[src/rtl/mem_stage_if.sv]
// EX/MEM -> MEM/WB stage bus bundle: upstream slot, data-memory port and writeback slot.
// The slave modport is the memory stage's view; master is the surrounding pipeline/memory.
interface mem_stage_if;
   localparam int unsigned DATA_W = 32;
   localparam int unsigned REG_W  = 5;

   logic              MEM_Valid;
   logic [DATA_W-1:0] MEM_ALUResult;
   logic [DATA_W-1:0] MEM_D2;
   logic [REG_W-1:0]  MEM_RD;
   logic              MEM_RegWrite;
   logic              MEM_MemToReg;
   logic              MEM_MEM_WEN;
   logic              MEM_MEM_REN;

   logic              dmem_req;
   logic              dmem_we;
   logic [DATA_W-1:0] dmem_addr;
   logic [DATA_W-1:0] dmem_wdata;
   logic              dmem_ack;
   logic [DATA_W-1:0] dmem_rdata;

   logic              mem_stall;
   logic              WB_Valid;
   logic              WB_RegWrite;
   logic [REG_W-1:0]  WB_RD;
   logic [DATA_W-1:0] WB_WriteData;
   logic              mem_misalign;
   logic              bus_err;

   modport slave (
      input  MEM_Valid, MEM_ALUResult, MEM_D2, MEM_RD,
             MEM_RegWrite, MEM_MemToReg, MEM_MEM_WEN, MEM_MEM_REN,
             dmem_ack, dmem_rdata,
      output dmem_req, dmem_we, dmem_addr, dmem_wdata,
             mem_stall, WB_Valid, WB_RegWrite, WB_RD, WB_WriteData,
             mem_misalign, bus_err
   );

   modport master (
      output MEM_Valid, MEM_ALUResult, MEM_D2, MEM_RD,
             MEM_RegWrite, MEM_MemToReg, MEM_MEM_WEN, MEM_MEM_REN,
             dmem_ack, dmem_rdata,
      input  dmem_req, dmem_we, dmem_addr, dmem_wdata,
             mem_stall, WB_Valid, WB_RegWrite, WB_RD, WB_WriteData,
             mem_misalign, bus_err
   );
endinterface

[src/rtl/mem_stage.sv]
// Pipeline memory stage: issues one data-memory access per load/store, stalls upstream
// until ack or timeout, and produces the registered MEM/WB slot plus fault pulses.
module mem_stage #(
   parameter int unsigned ACK_TIMEOUT = 15
) (
   input logic        clock,
   input logic        reset,
   mem_stage_if.slave bus
);
   localparam int unsigned DATA_W = 32;
   localparam int unsigned REG_W  = 5;
   localparam int unsigned CNT_W  = (ACK_TIMEOUT < 2) ? 1 : $clog2(ACK_TIMEOUT + 1);
   localparam logic [CNT_W-1:0] CNT_LAST = CNT_W'(ACK_TIMEOUT - 1);

   localparam logic [0:0] ST_IDLE = 1'b0;
   localparam logic [0:0] ST_BUSY = 1'b1;

   logic [0:0]        r_state;
   logic [CNT_W-1:0]  r_cnt;
   logic              r_req;
   logic              r_we;
   logic [DATA_W-1:0] r_addr;
   logic [DATA_W-1:0] r_wdata;
   logic              r_wb_valid;
   logic              r_wb_rw;
   logic [REG_W-1:0]  r_wb_rd;
   logic [DATA_W-1:0] r_wb_data;
   logic              r_misalign;
   logic              r_bus_err;

   logic [0:0]        w_state_nxt;
   logic [CNT_W-1:0]  w_cnt_nxt;
   logic              w_req_nxt;
   logic              w_we_nxt;
   logic [DATA_W-1:0] w_addr_nxt;
   logic [DATA_W-1:0] w_wdata_nxt;
   logic              w_wb_valid_nxt;
   logic              w_wb_rw_nxt;
   logic [REG_W-1:0]  w_wb_rd_nxt;
   logic [DATA_W-1:0] w_wb_data_nxt;
   logic              w_misalign_nxt;
   logic              w_bus_err_nxt;
   logic              w_stall;

   logic              w_memop;
   logic              w_aligned;
   logic              w_rd_nz;
   logic              w_timeout;

   assign w_memop   = bus.MEM_Valid & (bus.MEM_MEM_WEN | bus.MEM_MEM_REN);
   assign w_aligned = (bus.MEM_ALUResult[1:0] == 2'b00);
   assign w_rd_nz   = (bus.MEM_RD != '0);
   assign w_timeout = (r_cnt == CNT_LAST);

   // Next-state and next-output logic; WB_Valid and fault pulses default low every cycle.
   always_comb begin
      w_state_nxt    = r_state;
      w_cnt_nxt      = r_cnt;
      w_req_nxt      = r_req;
      w_we_nxt       = r_we;
      w_addr_nxt     = r_addr;
      w_wdata_nxt    = r_wdata;
      w_wb_valid_nxt = 1'b0;
      w_wb_rw_nxt    = 1'b0;
      w_wb_rd_nxt    = r_wb_rd;
      w_wb_data_nxt  = r_wb_data;
      w_misalign_nxt = 1'b0;
      w_bus_err_nxt  = 1'b0;
      w_stall        = 1'b0;

      case (r_state)
         ST_IDLE: begin
            if (bus.MEM_Valid && !w_memop) begin
               w_wb_valid_nxt = 1'b1;
               w_wb_rd_nxt    = bus.MEM_RD;
               w_wb_data_nxt  = bus.MEM_ALUResult;
               w_wb_rw_nxt    = bus.MEM_RegWrite & w_rd_nz;
            end else if (w_memop && !w_aligned) begin
               w_wb_valid_nxt = 1'b1;
               w_wb_rd_nxt    = bus.MEM_RD;
               w_wb_data_nxt  = bus.MEM_ALUResult;
               w_misalign_nxt = 1'b1;
            end else if (w_memop) begin
               // A simultaneous WEN/REN is treated as a write.
               w_stall     = 1'b1;
               w_state_nxt = ST_BUSY;
               w_cnt_nxt   = '0;
               w_req_nxt   = 1'b1;
               w_we_nxt    = bus.MEM_MEM_WEN;
               w_addr_nxt  = bus.MEM_ALUResult;
               w_wdata_nxt = bus.MEM_D2;
            end
         end
         ST_BUSY: begin
            if (bus.dmem_ack) begin
               w_state_nxt    = ST_IDLE;
               w_req_nxt      = 1'b0;
               w_wb_valid_nxt = 1'b1;
               w_wb_rd_nxt    = bus.MEM_RD;
               w_wb_data_nxt  = bus.MEM_MemToReg ? bus.dmem_rdata : bus.MEM_ALUResult;
               w_wb_rw_nxt    = bus.MEM_RegWrite & ~r_we & w_rd_nz;
            end else if (w_timeout) begin
               w_state_nxt    = ST_IDLE;
               w_req_nxt      = 1'b0;
               w_wb_valid_nxt = 1'b1;
               w_wb_rd_nxt    = bus.MEM_RD;
               w_wb_data_nxt  = bus.MEM_ALUResult;
               w_bus_err_nxt  = 1'b1;
            end else begin
               w_stall   = 1'b1;
               w_cnt_nxt = r_cnt + CNT_W'(1);
            end
         end
         default: begin
            w_state_nxt = ST_IDLE;
            w_req_nxt   = 1'b0;
         end
      endcase
   end

   // State and registered outputs; reset abandons any in-flight access.
   always_ff @(posedge clock or negedge reset) begin
      if (!reset) begin
         r_state    <= ST_IDLE;
         r_cnt      <= '0;
         r_req      <= 1'b0;
         r_we       <= 1'b0;
         r_addr     <= '0;
         r_wdata    <= '0;
         r_wb_valid <= 1'b0;
         r_wb_rw    <= 1'b0;
         r_wb_rd    <= '0;
         r_wb_data  <= '0;
         r_misalign <= 1'b0;
         r_bus_err  <= 1'b0;
      end else begin
         r_state    <= w_state_nxt;
         r_cnt      <= w_cnt_nxt;
         r_req      <= w_req_nxt;
         r_we       <= w_we_nxt;
         r_addr     <= w_addr_nxt;
         r_wdata    <= w_wdata_nxt;
         r_wb_valid <= w_wb_valid_nxt;
         r_wb_rw    <= w_wb_rw_nxt;
         r_wb_rd    <= w_wb_rd_nxt;
         r_wb_data  <= w_wb_data_nxt;
         r_misalign <= w_misalign_nxt;
         r_bus_err  <= w_bus_err_nxt;
      end
   end

   assign bus.dmem_req     = r_req;
   assign bus.dmem_we      = r_we;
   assign bus.dmem_addr    = r_addr;
   assign bus.dmem_wdata   = r_wdata;
   assign bus.mem_stall    = w_stall;
   assign bus.WB_Valid     = r_wb_valid;
   assign bus.WB_RegWrite  = r_wb_rw;
   assign bus.WB_RD        = r_wb_rd;
   assign bus.WB_WriteData = r_wb_data;
   assign bus.mem_misalign = r_misalign;
   assign bus.bus_err      = r_bus_err;
endmodule

[src/flat_wrapper.sv]
// flat-port wrapper written by rule: the top's interface ports become plain ports
module mem_stage_flat 
#(
   parameter int unsigned ACK_TIMEOUT = 15
)
  (clock, reset, bus_MEM_Valid, bus_MEM_ALUResult, bus_MEM_D2, bus_MEM_RD, bus_MEM_RegWrite, bus_MEM_MemToReg, bus_MEM_MEM_WEN, bus_MEM_MEM_REN, bus_dmem_ack, bus_dmem_rdata, bus_dmem_req, bus_dmem_we, bus_dmem_addr, bus_dmem_wdata, bus_mem_stall, bus_WB_Valid, bus_WB_RegWrite, bus_WB_RD, bus_WB_WriteData, bus_mem_misalign, bus_bus_err);
  mem_stage_if bus_i ();
  input logic clock;
  input logic reset;
  input wire logic [$bits(bus_i.MEM_Valid)-1:0] bus_MEM_Valid;
  input wire logic [$bits(bus_i.MEM_ALUResult)-1:0] bus_MEM_ALUResult;
  input wire logic [$bits(bus_i.MEM_D2)-1:0] bus_MEM_D2;
  input wire logic [$bits(bus_i.MEM_RD)-1:0] bus_MEM_RD;
  input wire logic [$bits(bus_i.MEM_RegWrite)-1:0] bus_MEM_RegWrite;
  input wire logic [$bits(bus_i.MEM_MemToReg)-1:0] bus_MEM_MemToReg;
  input wire logic [$bits(bus_i.MEM_MEM_WEN)-1:0] bus_MEM_MEM_WEN;
  input wire logic [$bits(bus_i.MEM_MEM_REN)-1:0] bus_MEM_MEM_REN;
  input wire logic [$bits(bus_i.dmem_ack)-1:0] bus_dmem_ack;
  input wire logic [$bits(bus_i.dmem_rdata)-1:0] bus_dmem_rdata;
  output wire logic [$bits(bus_i.dmem_req)-1:0] bus_dmem_req;
  output wire logic [$bits(bus_i.dmem_we)-1:0] bus_dmem_we;
  output wire logic [$bits(bus_i.dmem_addr)-1:0] bus_dmem_addr;
  output wire logic [$bits(bus_i.dmem_wdata)-1:0] bus_dmem_wdata;
  output wire logic [$bits(bus_i.mem_stall)-1:0] bus_mem_stall;
  output wire logic [$bits(bus_i.WB_Valid)-1:0] bus_WB_Valid;
  output wire logic [$bits(bus_i.WB_RegWrite)-1:0] bus_WB_RegWrite;
  output wire logic [$bits(bus_i.WB_RD)-1:0] bus_WB_RD;
  output wire logic [$bits(bus_i.WB_WriteData)-1:0] bus_WB_WriteData;
  output wire logic [$bits(bus_i.mem_misalign)-1:0] bus_mem_misalign;
  output wire logic [$bits(bus_i.bus_err)-1:0] bus_bus_err;
  assign bus_i.MEM_Valid = bus_MEM_Valid;
  assign bus_i.MEM_ALUResult = bus_MEM_ALUResult;
  assign bus_i.MEM_D2 = bus_MEM_D2;
  assign bus_i.MEM_RD = bus_MEM_RD;
  assign bus_i.MEM_RegWrite = bus_MEM_RegWrite;
  assign bus_i.MEM_MemToReg = bus_MEM_MemToReg;
  assign bus_i.MEM_MEM_WEN = bus_MEM_MEM_WEN;
  assign bus_i.MEM_MEM_REN = bus_MEM_MEM_REN;
  assign bus_i.dmem_ack = bus_dmem_ack;
  assign bus_i.dmem_rdata = bus_dmem_rdata;
  assign bus_dmem_req = bus_i.dmem_req;
  assign bus_dmem_we = bus_i.dmem_we;
  assign bus_dmem_addr = bus_i.dmem_addr;
  assign bus_dmem_wdata = bus_i.dmem_wdata;
  assign bus_mem_stall = bus_i.mem_stall;
  assign bus_WB_Valid = bus_i.WB_Valid;
  assign bus_WB_RegWrite = bus_i.WB_RegWrite;
  assign bus_WB_RD = bus_i.WB_RD;
  assign bus_WB_WriteData = bus_i.WB_WriteData;
  assign bus_mem_misalign = bus_i.mem_misalign;
  assign bus_bus_err = bus_i.bus_err;
  mem_stage #(.ACK_TIMEOUT(ACK_TIMEOUT)) u_core (.clock(clock), .reset(reset), .bus(bus_i));
endmodule
[config.mk]
export PLATFORM = sky130hd
export DESIGN_NAME = mem_stage_flat
export DESIGN_NICKNAME = d
export VERILOG_FILES = /design/src/rtl/mem_stage_if.sv /design/src/rtl/mem_stage.sv /design/src/flat_wrapper.sv
export SDC_FILE = /design/constraint.sdc
export NUM_CORES = 1
export LEC_CHECK = 0
export BUFFER_PORTS_ARGS = -buffer_cell sky130_fd_sc_hd__buf_4
export CORE_ASPECT_RATIO = 1.4
export CORE_MARGIN = 4
export CORE_UTILIZATION = 50
export DETAILED_ROUTE_END_ITERATION = 10
export PLACE_DENSITY = 0.85
export SYNTH_ARGS = -nofsm -noshare
export SYNTH_HDL_FRONTEND = slang
export SYNTH_SLANG_ARGS = --single-unit
[constraint.sdc]
create_clock -name clock -period 4 [get_ports clock]
set_input_delay 0.8 -clock clock [delete_from_list [all_inputs] [get_ports clock]]
set_output_delay 0.8 -clock clock [all_outputs]
set_load 0.01 [all_outputs]
# Yosys cells after proc, flatten, opt, wreduce, memory -nomap -nowiden
# Index checks and enable logic that the tools add are counted.
[op_classes] add_sub_neg=1 eq_ne=8 muxes=41 n_bitwise=9 reduce_logical=10
[op_table] op="two-way mux 32 bit" count=5
[op_table] op="one-hot mux 32 bit (2 select lines)" count=1
[op_table] op="two-way mux 1 bit" count=20
[op_table] op="two-way mux 4 bit" count=5
[op_table] op="two-way mux 5 bit" count=4
[op_table] op="one-hot mux 5 bit (2 select lines)" count=1
[op_table] op="inequality test 2 bit (second input constant)" count=4
[op_table] op="one-hot mux 1 bit (2 select lines)" count=4
[op_table] op="one-hot mux 4 bit (2 select lines)" count=1
[op_table] op="AND reduction 4 bit" count=2
[op_table] op="AND reduction 5 bit" count=1
[op_table] op="nonzero test 5 bit" count=1
[op_table] op="adder 4 x 1 -> 4 bit (second input constant)" count=1
[op_table] op="AND 1 bit" count=4
[op_table] op="== test 4 bit (second input constant)" count=1
[op_table] op="inverter 1 bit" count=4
[op_table] op="inequality test 3 x 1 -> 1 bit (second input constant)" count=1
[op_table] op="inequality test 3 bit (second input constant)" count=1
[op_table] op="logical AND 1 bit" count=2
[op_table] op="logical NOT 1 bit" count=2
[op_table] op="logical NOT 2 bit" count=1
[op_table] op="inequality test 2 x 1 -> 1 bit (second input constant)" count=1
[op_table] op="AND reduction 2 bit" count=1
[op_table] op="bitwise OR 1 bit" count=1
[totals] regBits=112 input_bits=109 out_inout_bits=108 wordCells=81

# Depth between registers and ports, before layout
# Gate-level depths: netlist of run 1.
[depth] depth_word=6 ltp_mapped=8

# Least setup slack after synthesis of run 1
# OpenSTA, ideal clock, no wires.
[synth_timing] kind="input to output" from="in bus_MEM_ALUResult[1]" to="out bus_mem_stall" arrival_ps=1542 path_slack_ps=1658 cell_stages=2 path_buffers=0 path_cell_list="or2_1 > o32ai_1"
[synth_via] elab_chain_cells=6
[synth_lines] item="from (decl)" line_no="flat_wrapper.sv:11" source="input wire logic [$bits(bus_i.MEM_ALUResult)-1:0] bus_MEM_ALUResult;"
[synth_lines] item="logical NOT 2 bit" line_no="mem_stage.sv:51" source="assign w_aligned = (bus.MEM_ALUResult[1:0] == 2'b00);"
[synth_lines] item="logical NOT 1 bit" line_no="mem_stage.sv:78" source="end else if (w_memop && !w_aligned) begin"
[synth_lines] item="logical AND 1 bit" line_no="mem_stage.sv:78"
[synth_lines] item="two-way mux 1 bit" line_no="mem_stage.sv:78"
[synth_lines] item="two-way mux 1 bit" line_no="mem_stage.sv:73" source="if (bus.MEM_Valid && !w_memop) begin"
[synth_lines] item="one-hot mux 1 bit (2 select lines)" line_no="mem_stage.sv:71" source="case (r_state)"
[synth_lines] item="to (decl)" line_no="flat_wrapper.sv:24" source="output wire logic [$bits(bus_i.mem_stall)-1:0] bus_mem_stall;"
# Every way passes these cells.

# Worst setup path in the final report of run 1
# Ends and elaborated chain as after synthesis.

==> results.txt, run 1 <==
DRC = 0
hold_buf cts = 0
Sequential Power Share = 0.424
critical path, cell by cell = buf_4, or2_1, o32ai_1, buf_4
YS warnings = 0
TritonCTS clock tree = yes
maximum clock rate = 373.6 MHz
initial antenna violation count = 0
gate count after technology mapping = 297
Nets = 624
Avg Inst Size Synth = 15.56 µm²
count of final setup violators = 0
peak supply drop = 0.4058 mV
Overflow after GRT = 0
Clk Tree Root Cell = clkbuf_16
port buffer count = 216
Final Max Tran Viols = 0
Cell Area, Synth = 4622 µm²
share of layout cells above drive strength 1 = 0.7162
area growth from synthesis to layout = 45.18%
commonest non-fill, non-tap cell in the layout = buf_4
Clock power frac = 0.307
Synth Register Bits = 112
Die Wd = 89.26 µm
clk_lat worst skew = 350 ps
Seq/Total Area, Yosys = 0.6064
num rows = 41
CP endpoint kind = output pin
status = completed
clock edge transition at the registers on the reported setup and hold paths = 70 ps
worst min path class = reg -> reg
Hold Vio Cnt, Final = 0
Area after DPL = 6341 µm²
n_diodes = 0
critical path class = in -> out
Pint = 2639 µW
RSZ-0062 raised after global routing = no
switching pwr = 925.0 µW
vias in the first global route = 3498
postcts setup bufs = 0
fin crit period = 2677 ps
Cells after DPL = 609
Comb power frac = 0.269
# Max-Cap Violations = 0
H-tree Lvls = 3
Starting Density = 0.5119
CP max FO = 4
CTS Sinks = 112
Post-DRT Antenna Nets = 0
die area = 10870 µm²
CP peak stage delay = 480 ps
Die H = 121.8 µm
crit-path most repeated cell = buf_4
Leak = 0.003258 µW
io pins = 217
Worst-Margin Slew = 942.3 ps
TritonCTS buffer count = 9
vias per cell = 5.186
Worst Path Arrival = 1880 ps
WHS = 493.6 ps
DRT iter0 DRCs = 89
clock buffer depth = 2
largest net degree at the start of global routing = 71
most frequent cells in the layout = 220 x buf_4, 128 x mux2_2, 112 x dfrtp_1
wirelength, routed = 11800 µm
CORE AREA = 9029 µm²
syn_nets = 408
clock skew = 8.392 ps
post-detail-place hpwl = 8801 µm
Final Cycle Share = 0.6692
via count = 3241
Worst path slowest cell = o32ai_1
total negative setup slack = 0 ps
Total Routing Usage GR = 0.2179
TritonRoute pass-1 iters = 4
WL per Instance = 18.87 µm
relative slew slack = 0.3718
Layout fillers = 604
Startpoint Class = input port
RD Place Congestion = 0.8039
switching share of power = 0.2595
Unique masters post-synth = 23
Post-CTS Resized = 0
Final Cell Area = 6710 µm²
Post-Layout Cell Count = 625
P per Cell Area = 531.2 nW/µm²
critical path data required time = 3200 ps
first-pass GRT wire length = 17840 µm
==> critical path, delay by kind of cell <==
kind / cells / cell delay (ps)
compound gates: 1 / 480
buf+inv: 2 / 330
simple gates: 1 / 260
==> sequential cells by signal (all words and copies together), names as in the netlist <==
| signal | flops |
|---|---|
| u_core.r_state | 1 |
| u_core.bus.WB_WriteData | 32 |
| u_core.bus.dmem_addr | 32 |
| u_core.r_cnt | 4 |
| u_core.bus.mem_misalign | 1 |
| u_core.bus.WB_RD | 5 |
| u_core.bus.dmem_we | 1 |
| u_core.bus.WB_RegWrite | 1 |
| u_core.bus.dmem_req | 1 |
| u_core.bus.bus_err | 1 |
| u_core.bus.dmem_wdata | 32 |
| u_core.bus.WB_Valid | 1 |
==> synthesized netlist by cell type <==
master      n  share of area
buf_6       2         0.0049
mux2_2    128           0.31
o211ai_1    1         0.0016
ha_1        2         0.0054
or2_1       1         0.0014
o311a_1     1         0.0022
buf_2      10          0.011
a21boi_0    1         0.0016
nand3_1     6         0.0065
nand2b_1    3         0.0041
and2_1      2         0.0027
or3_1       3         0.0041
nand2_1     2         0.0016
nor2_1      3         0.0024
dfrtp_1   112           0.61
o32ai_1     2         0.0038
inv_1       2         0.0016
nor3b_1     2         0.0032
and3_1      1         0.0014
clkbuf_1    3         0.0024
o21ai_0     5         0.0054
a21o_1      1         0.0016
mux2_4      4          0.013
==> metal layers <==
layer / track usage / up-vias / share of wire
li1: - / 1490 / -
met1: 0.2518 / 1603 / 0.35
met2: 0.3819 / 126 / 0.54
met3: 0.05007 / 22 / 0.071
met4: 0.08845 / 0 / 0.031
met5: 0 / - / 0
==> final cells by class <==
type	instances	area, µm²	share of cell area
sequential	112	2803	0.4177
multi-input combinational	168	1745	0.2601
timing repair buffer	220	1652	0.2461
clock buffer	10	239.0	0.03561
tap	107	133.9	0.01995
clock inverter	6	130.1	0.01939
inverter	2	7.507	0.001119
==> stage by stage <==
stage | worst slack [ps] | total power (µW) | utilization
global route | 1248 | 3725 | 0.7432
global placement | 1016 | 2465 | 0.7023
CTS | 1308 | 3596 | 0.7432
finish | 1323 | 3564 | 0.7432
floorplan | 1658 | 1923 | -
detailed placement | 995.8 | 2506 | 0.7023
==> power by group through the flow <==
stage                     logic, µW  clock network [µW]  registers (µW)
after detailed placement        974                   0            1530
after global routing           1030                1150            1540
final                           957                1090            1510
after floorplan                 292                   0            1630
after CTS                       977                1110            1510
after global placement          946                   0            1520
==> cell families after synthesis <==
| logic type | after synthesis | share of synthesized area |
|---|---|---|
| compound gates | 11 | 0.01624 |
| fa+ha+maj | 2 | 0.005413 |
| buf+inv | 17 | 0.01976 |
| flops | 112 | 0.6064 |
| mux | 132 | 0.3249 |
| simple gates | 23 | 0.02734 |
==> path summary, 6_finish.rpt <==
path,start,to,slack (ps),cells after the start
setup / recovery,bus_MEM_ALUResult[1],bus_mem_stall,1320,4
hold / removal,u_core.bus.dmem_addr[1],u_core.bus.dmem_addr[1],490,1
hold reg to reg,u_core.bus.dmem_addr[1],u_core.bus.dmem_addr[1],490,1
max in group asynchronous,reset,u_core.bus.dmem_wdata[21],2600,2
setup reg to reg,u_core.r_state,u_core.bus.dmem_wdata[9],1480,4
min in group asynchronous,reset,u_core.bus.WB_Valid,550,1
Power figures use the tool's default switching activity.
==> run 2: changes to the inputs <==
CORE_UTILIZATION = 42   (was 50)
PLACE_DENSITY = 0.76   (was 0.85)
clock period = 2.42 ns   (was 4 ns; I/O delays follow)
==> run 2 against run 1 <==
Against the previous run: register-to-register slack lost 1100 ps; cell count increased by 5.8%; sequential power grew 66%; non-clock buffer count grew 2; worst setup slack lost 1100 ps; critical endpoint unchanged; sequential share of layout area decreased by 0.27 points; clock skew grew 1.0 ps; count of clock-buffer cells in the layout down 1; die area is 18% higher; routed wire length is 5.1% lower; highest routed layer unchanged.
==> results.txt, run 2 (synthesis results as in run 1) <==
status = completed
initial antenna violation count = 0 (unchanged)
DRC = 0 (unchanged)
count of final setup violators = 0 (unchanged)
Worst R2R Path Depth = 7 (+3)
share of layout cells above drive strength 1 = 0.7173 (+0.001091)
Post-DRT Antenna Nets = 0 (unchanged)
RD Place Congestion = 0.7754 (-3.5%)
CTS Sinks = 112 (unchanged)
maximum clock rate = 465.6 MHz
Post-CTS Resized = 0 (unchanged)
H-tree Lvls = 3 (unchanged)
area growth from synthesis to layout = 46.13%
DRT iter0 DRCs = 77 (-13%)
fin crit period = 2148 ps
clock skew = 9.415 ps (+1.023 ps)
TritonCTS clock tree = yes
Area after DPL = 6449 µm² (+1.7%)
Setup WS post-layout = 272.3 ps (-1051 ps)
relative slew slack = 0.7046 (+0.3328)
io pins = 217 (unchanged)
final core occ = 0.6248 (-0.1184)
total negative setup slack = 0 ps (unchanged)
clk_lat worst skew = 340 ps (about the same)
hold_buf cts = 0 (unchanged)
most frequent cells in the layout = 218 x buf_4, 128 x mux2_2, 112 x dfrtp_1
vias per cell = 4.908 (-5.4%)
WHS = 76.83 ps (-416.8 ps)
post-detail-place hpwl = 8464 µm (-3.8%)
peak supply drop = 0.4711 mV (+16%)
# Max-Cap Violations = 0 (unchanged)
Worst path depth = 3 (-1)
Final Max Tran Viols = 0 (unchanged)
CP peak stage delay = 430 ps (-50 ps)
clock buffer depth = 2 (unchanged)
port buffer count = 216 (unchanged)
TritonRoute pass-1 iters = 4 (unchanged)
critical path class = reg -> out
Starting Density = 0.4275 (-0.08437)
CP max FO = 5 (+1)
CORE AREA = 10810 µm² (+20%)
Worst-Margin Slew = 438.4 ps (-503.9 ps)
Startpoint Class = flop
Clk Tree Root Cell = clkbuf_16
critical path data required time = 1940 ps (-1260 ps)
Hold Vio Cnt, Final = 0 (unchanged)
wirelength, routed = 11190 µm (-5.1%)
postcts setup bufs = 0 (unchanged)
WL per Instance = 16.93 µm (-10%)
TritonCTS buffer count = 9 (unchanged)
num rows = 45 (+9.8%)
commonest non-fill, non-tap cell in the layout = buf_4
Nets = 626 (+0.32%)
clock edge transition at the registers on the reported setup and hold paths = 80 ps (about the same)
Final Cell Area = 6754 µm² (+0.65%)
Worst path slowest cell = dfrtp_1
Leak = 0.003253 µW (-0.16%)
DP Worst Slack = 326.2 ps (-669.6 ps)
Die Wd = 96.66 µm (+8.3%)
CP endpoint kind = output pin
die area = 12770 µm² (+18%)
n_diodes = 0 (unchanged)
via count = 3244 (+0.093%)
worst min path class = in -> async
Final Cycle Share = 0.8875
first-pass GRT wire length = 18180 µm (+1.9%)
Crit path max-delay family = flip-flops
Total Routing Usage GR = 0.1766 (-0.04136)
Crit path buffers/inverters = 1 (-1)
Die H = 132.1 µm (+8.5%)
largest net degree at the start of global routing = 81 (+14%)
P per Cell Area = 827.0 nW/µm² (+56%)
critical path, cell by cell = nand2b_1, o32ai_1, buf_4
Overflow after GRT = 0 (unchanged)
Worst Path Arrival = 1660 ps (-220 ps)
RSZ-0062 raised after global routing = no
vias in the first global route = 3524 (+0.74%)
R2R setup slack = 420 ps (-1060 ps)
-- run 2: path summary, 6_finish.rpt --
kind / from / endpoint
setup / recovery: u_core.r_state / bus_mem_stall
setup reg to reg: u_core.r_cnt[0] / u_core.bus.WB_WriteData[26]
hold reg to reg: u_core.bus.dmem_addr[0] / u_core.bus.dmem_addr[0]
hold / removal: reset / u_core.bus.dmem_addr[25]
min in group clock: bus_MEM_D2[22] / u_core.bus.dmem_wdata[22]
max in group asynchronous: reset / u_core.bus.dmem_addr[12]
-- run 2: per-stage QoR --
step / std cells / total power (µW)
finish: 661 / 5585
global route: 661 / 5880
CTS: 661 / 5667
detailed placement: 645 / 4143
global placement: 645 / 4084
floorplan: 297 / 3178
-- run 2: report_power, final --
group	total (µW)	switching, µW	internal (µW)	leakage (µW)
Sequential	2500	225	2270	0.00134
Clock	1510	696	817	0.000148
Combinational	1570	619	955	0.00176
Total	5590	1540	4050	0.00325
-- run 2: layer usage --
metal  track usage  vias to the layer above  share of wire
met5             0                        -              0
li1              -                     1497              -
met3       0.04923                       16          0.069
met4       0.06245                        0          0.018
met2        0.3149                      133           0.54
met1        0.2015                     1598           0.37
-- run 2: final cells by class --
cell class                      count  area (µm²)
Timing Repair Buffer              222        1717
Fill cell                         869        4056
Sequential cell                   112        2803
Multi-Input combinational cell    168        1745
Tap cell                          141       176.4
Inverter                            2       7.507
Clock inverter                      7       80.08
Clock buffer                        9       225.2
==> run 3: changes to the inputs <==
CORE_MARGIN = unset   (was 4)
==> run 3 against run 2 <==
Against the previous run: largest cell class unchanged; via count hardly changed; die area is 10% lower; cell count stayed put; critical path depth is 4 higher; fmax is 2.2% lower; total power is 0.86% higher; routed wire length is 5.6% lower; register-to-register slack worse by 200 ps.
==> results.txt, run 3 (synthesis results as in run 1) <==
critical path data required time = 2640 ps (+700 ps)
TritonCTS buffer count = 9 (unchanged)
Hold Vio Cnt, Final = 0 (unchanged)
RD Place Congestion = 0.7369 (-5.0%)
Crit path max-delay family = compound AO/OA/AOI/OAI gates
die area = 11430 µm² (-10%)
total negative setup slack = 0 ps (unchanged)
wirelength, routed = 10570 µm (-5.6%)
critical path, cell by cell = inv_1, ha_1, and3_1, o21ai_0, o21ai_4, buf_12, mux2_2
CTS Sinks = 112 (unchanged)
io pins = 217 (unchanged)
Layout fillers = 844 (-2.9%)
peak supply drop = 0.5669 mV (+20%)
Clock power frac = 0.279 (+0.008)
Worst Path Arrival = 2420 ps (+760 ps)
relative slew slack = 0.5501 (-0.1545)
clock edge transition at the registers on the reported setup and hold paths = 70 ps (about the same)
clock buffer depth = 2 (unchanged)
Crit path buffers/inverters = 2 (+1)
hold_buf cts = 0 (unchanged)
Startpoint Class = flop
postcts setup bufs = 0 (unchanged)
TritonCTS clock tree = yes
P per Cell Area = 835.4 nW/µm² (+1.0%)
TritonRoute pass-1 iters = 6 (+2)
CP peak stage delay = 410 ps (-20 ps)
Comb power frac = 0.278 (-0.004)
Sequential Power Share = 0.443 (-0.004)
maximum clock rate = 455.5 MHz (-2.2%)
port buffer count = 216 (unchanged)
Worst path slowest cell = dfrtp_1
most frequent cells in the layout = 220 x buf_4, 128 x mux2_2, 112 x dfrtp_1
WL per Instance = 15.99 µm (-5.6%)
post-detail-place hpwl = 7944 µm (-6.1%)
switching share of power = 0.2659 (-0.009674)
CP endpoint kind = flop
Overflow after GRT = 0 (unchanged)
vias in the first global route = 3430 (-2.7%)
Total Routing Usage GR = 0.1902 (+0.01367)
Worst-Margin Slew = 672.3 ps (+233.9 ps)
critical path class = reg -> reg
Pint = 4136 µW (+2.2%)
r2r endpoint = u_core.bus.WB_WriteData[8]
RR Startpoint = u_core.r_cnt[0]
R2R setup slack = 220 ps (-200 ps)
share of layout cells above drive strength 1 = 0.7173 (unchanged)
# Max-Cap Violations = 0 (unchanged)
final core occ = 0.6271 (+0.002340)
clk_lat worst skew = 340 ps (about the same)
CORE AREA = 10750 µm² (-0.52%)
clock skew = 8.517 ps (-0.8978 ps)
H-tree Lvls = 3 (unchanged)
switching pwr = 1498 µW (-2.7%)
worst min path class = in -> async
vias per cell = 4.912 (about the same)
Worst R2R Path Depth = 7 (unchanged)
Die H = 126.1 µm (-4.5%)
count of final setup violators = 0 (unchanged)
Starting Density = 0.4298 (+0.002238)
first-pass GRT wire length = 16950 µm (-6.8%)
RSZ-0062 raised after global routing = no
largest net degree at the start of global routing = 113 (+40%)
CP max FO = 20 (+15)
status = completed
Nets = 626 (unchanged)
Post-CTS Resized = 0 (unchanged)
area growth from synthesis to layout = 45.91%
Clk Tree Root Cell = clkbuf_16
Leak = 0.003248 µW (-0.14%)
Final Max Tran Viols = 0 (unchanged)
commonest non-fill, non-tap cell in the layout = buf_4
Post-DRT Antenna Nets = 0 (unchanged)
num rows = 45 (unchanged)
via count = 3247 (+0.092%)
Final Cycle Share = 0.9072 (+0.01974)
DRT iter0 DRCs = 49 (-36%)
initial antenna violation count = 0 (unchanged)
DRC = 0 (unchanged)
fin crit period = 2196 ps (+47.78 ps)
n_diodes = 0 (unchanged)
Die Wd = 90.66 µm (-6.2%)
==> run 3: cell count changes in the layout (fill, tap and decap cells not counted), sizes merged <==
cell | before | now
inv | 4 | 3
bufinv | 1 | 2
==> run 3: area by class of cell <==
| type | count | area, µm² | area share |
|---|---|---|---|
| clock buffers | 9 | 225.2 | 0.03340 |
| clock inverters | 7 | 95.09 | 0.01410 |
| inverters | 2 | 7.507 | 0.001113 |
| multi-input cells | 168 | 1745 | 0.2588 |
| flip-flops and latches | 112 | 2803 | 0.4156 |
| well taps | 141 | 176.4 | 0.02616 |
| repair buffers | 222 | 1692 | 0.2508 |
==> run 3: metrics by stage <==
step	setup slack, ps	power [µW]	hold slack, ps	cells	instance area (µm²)
6_report	224.5	5634	201.5	661	6744
5_1_grt	45.92	5909	266.1	661	6744
4_1_cts	216.1	5701	238.3	661	6744
3_5_place_dp	184.5	4119	476.7	645	6424
3_3_place_gp	258.4	4062	472.2	645	6424
2_1_floorplan	520.4	3178	188.4	297	4622
==> run 3: worst reg2reg max path: cells and delay by family (launching register included) <==
kind            cells  cell delay, ps
compound gates      2             670
fa+ha+maj           1             200
buf+inv             2             320
flops               1             410
mux                 1             290
simple gates        1             190
==> run 3: power groups by stage <==
stage	clock [µW]	sequential, µW	combinational [µW]
finish	1570	2500	1570
global route	1680	2550	1680
CTS	1610	2500	1590
detailed placement	0	2530	1590
global placement	0	2500	1560
floorplan	0	2690	483
==> run 3: metal layers <==
metal,vias up,track usage,wire (µm)
met5,-,0,0
met4,0,0.09772,340
met3,25,0.03986,650
met2,134,0.3400,5664
met1,1596,0.2116,3911
li1,1492,-,-
==> run 3: how the worst max path moves through the flow <==
stage | startpoint | end | cells past startpoint
floorplan | bus_MEM_ALUResult[1] | u_core.bus.dmem_addr[25] | 6
global placement | bus_MEM_MEM_REN | u_core.bus.WB_WriteData[18] | 6
detailed placement | bus_MEM_MEM_REN | u_core.bus.WB_WriteData[14] | 6
CTS | u_core.r_cnt[0] | u_core.bus.WB_WriteData[8] | 7
global route | u_core.r_cnt[0] | u_core.bus.WB_WriteData[14] | 7
finish | u_core.r_cnt[0] | u_core.bus.WB_WriteData[8] | 7
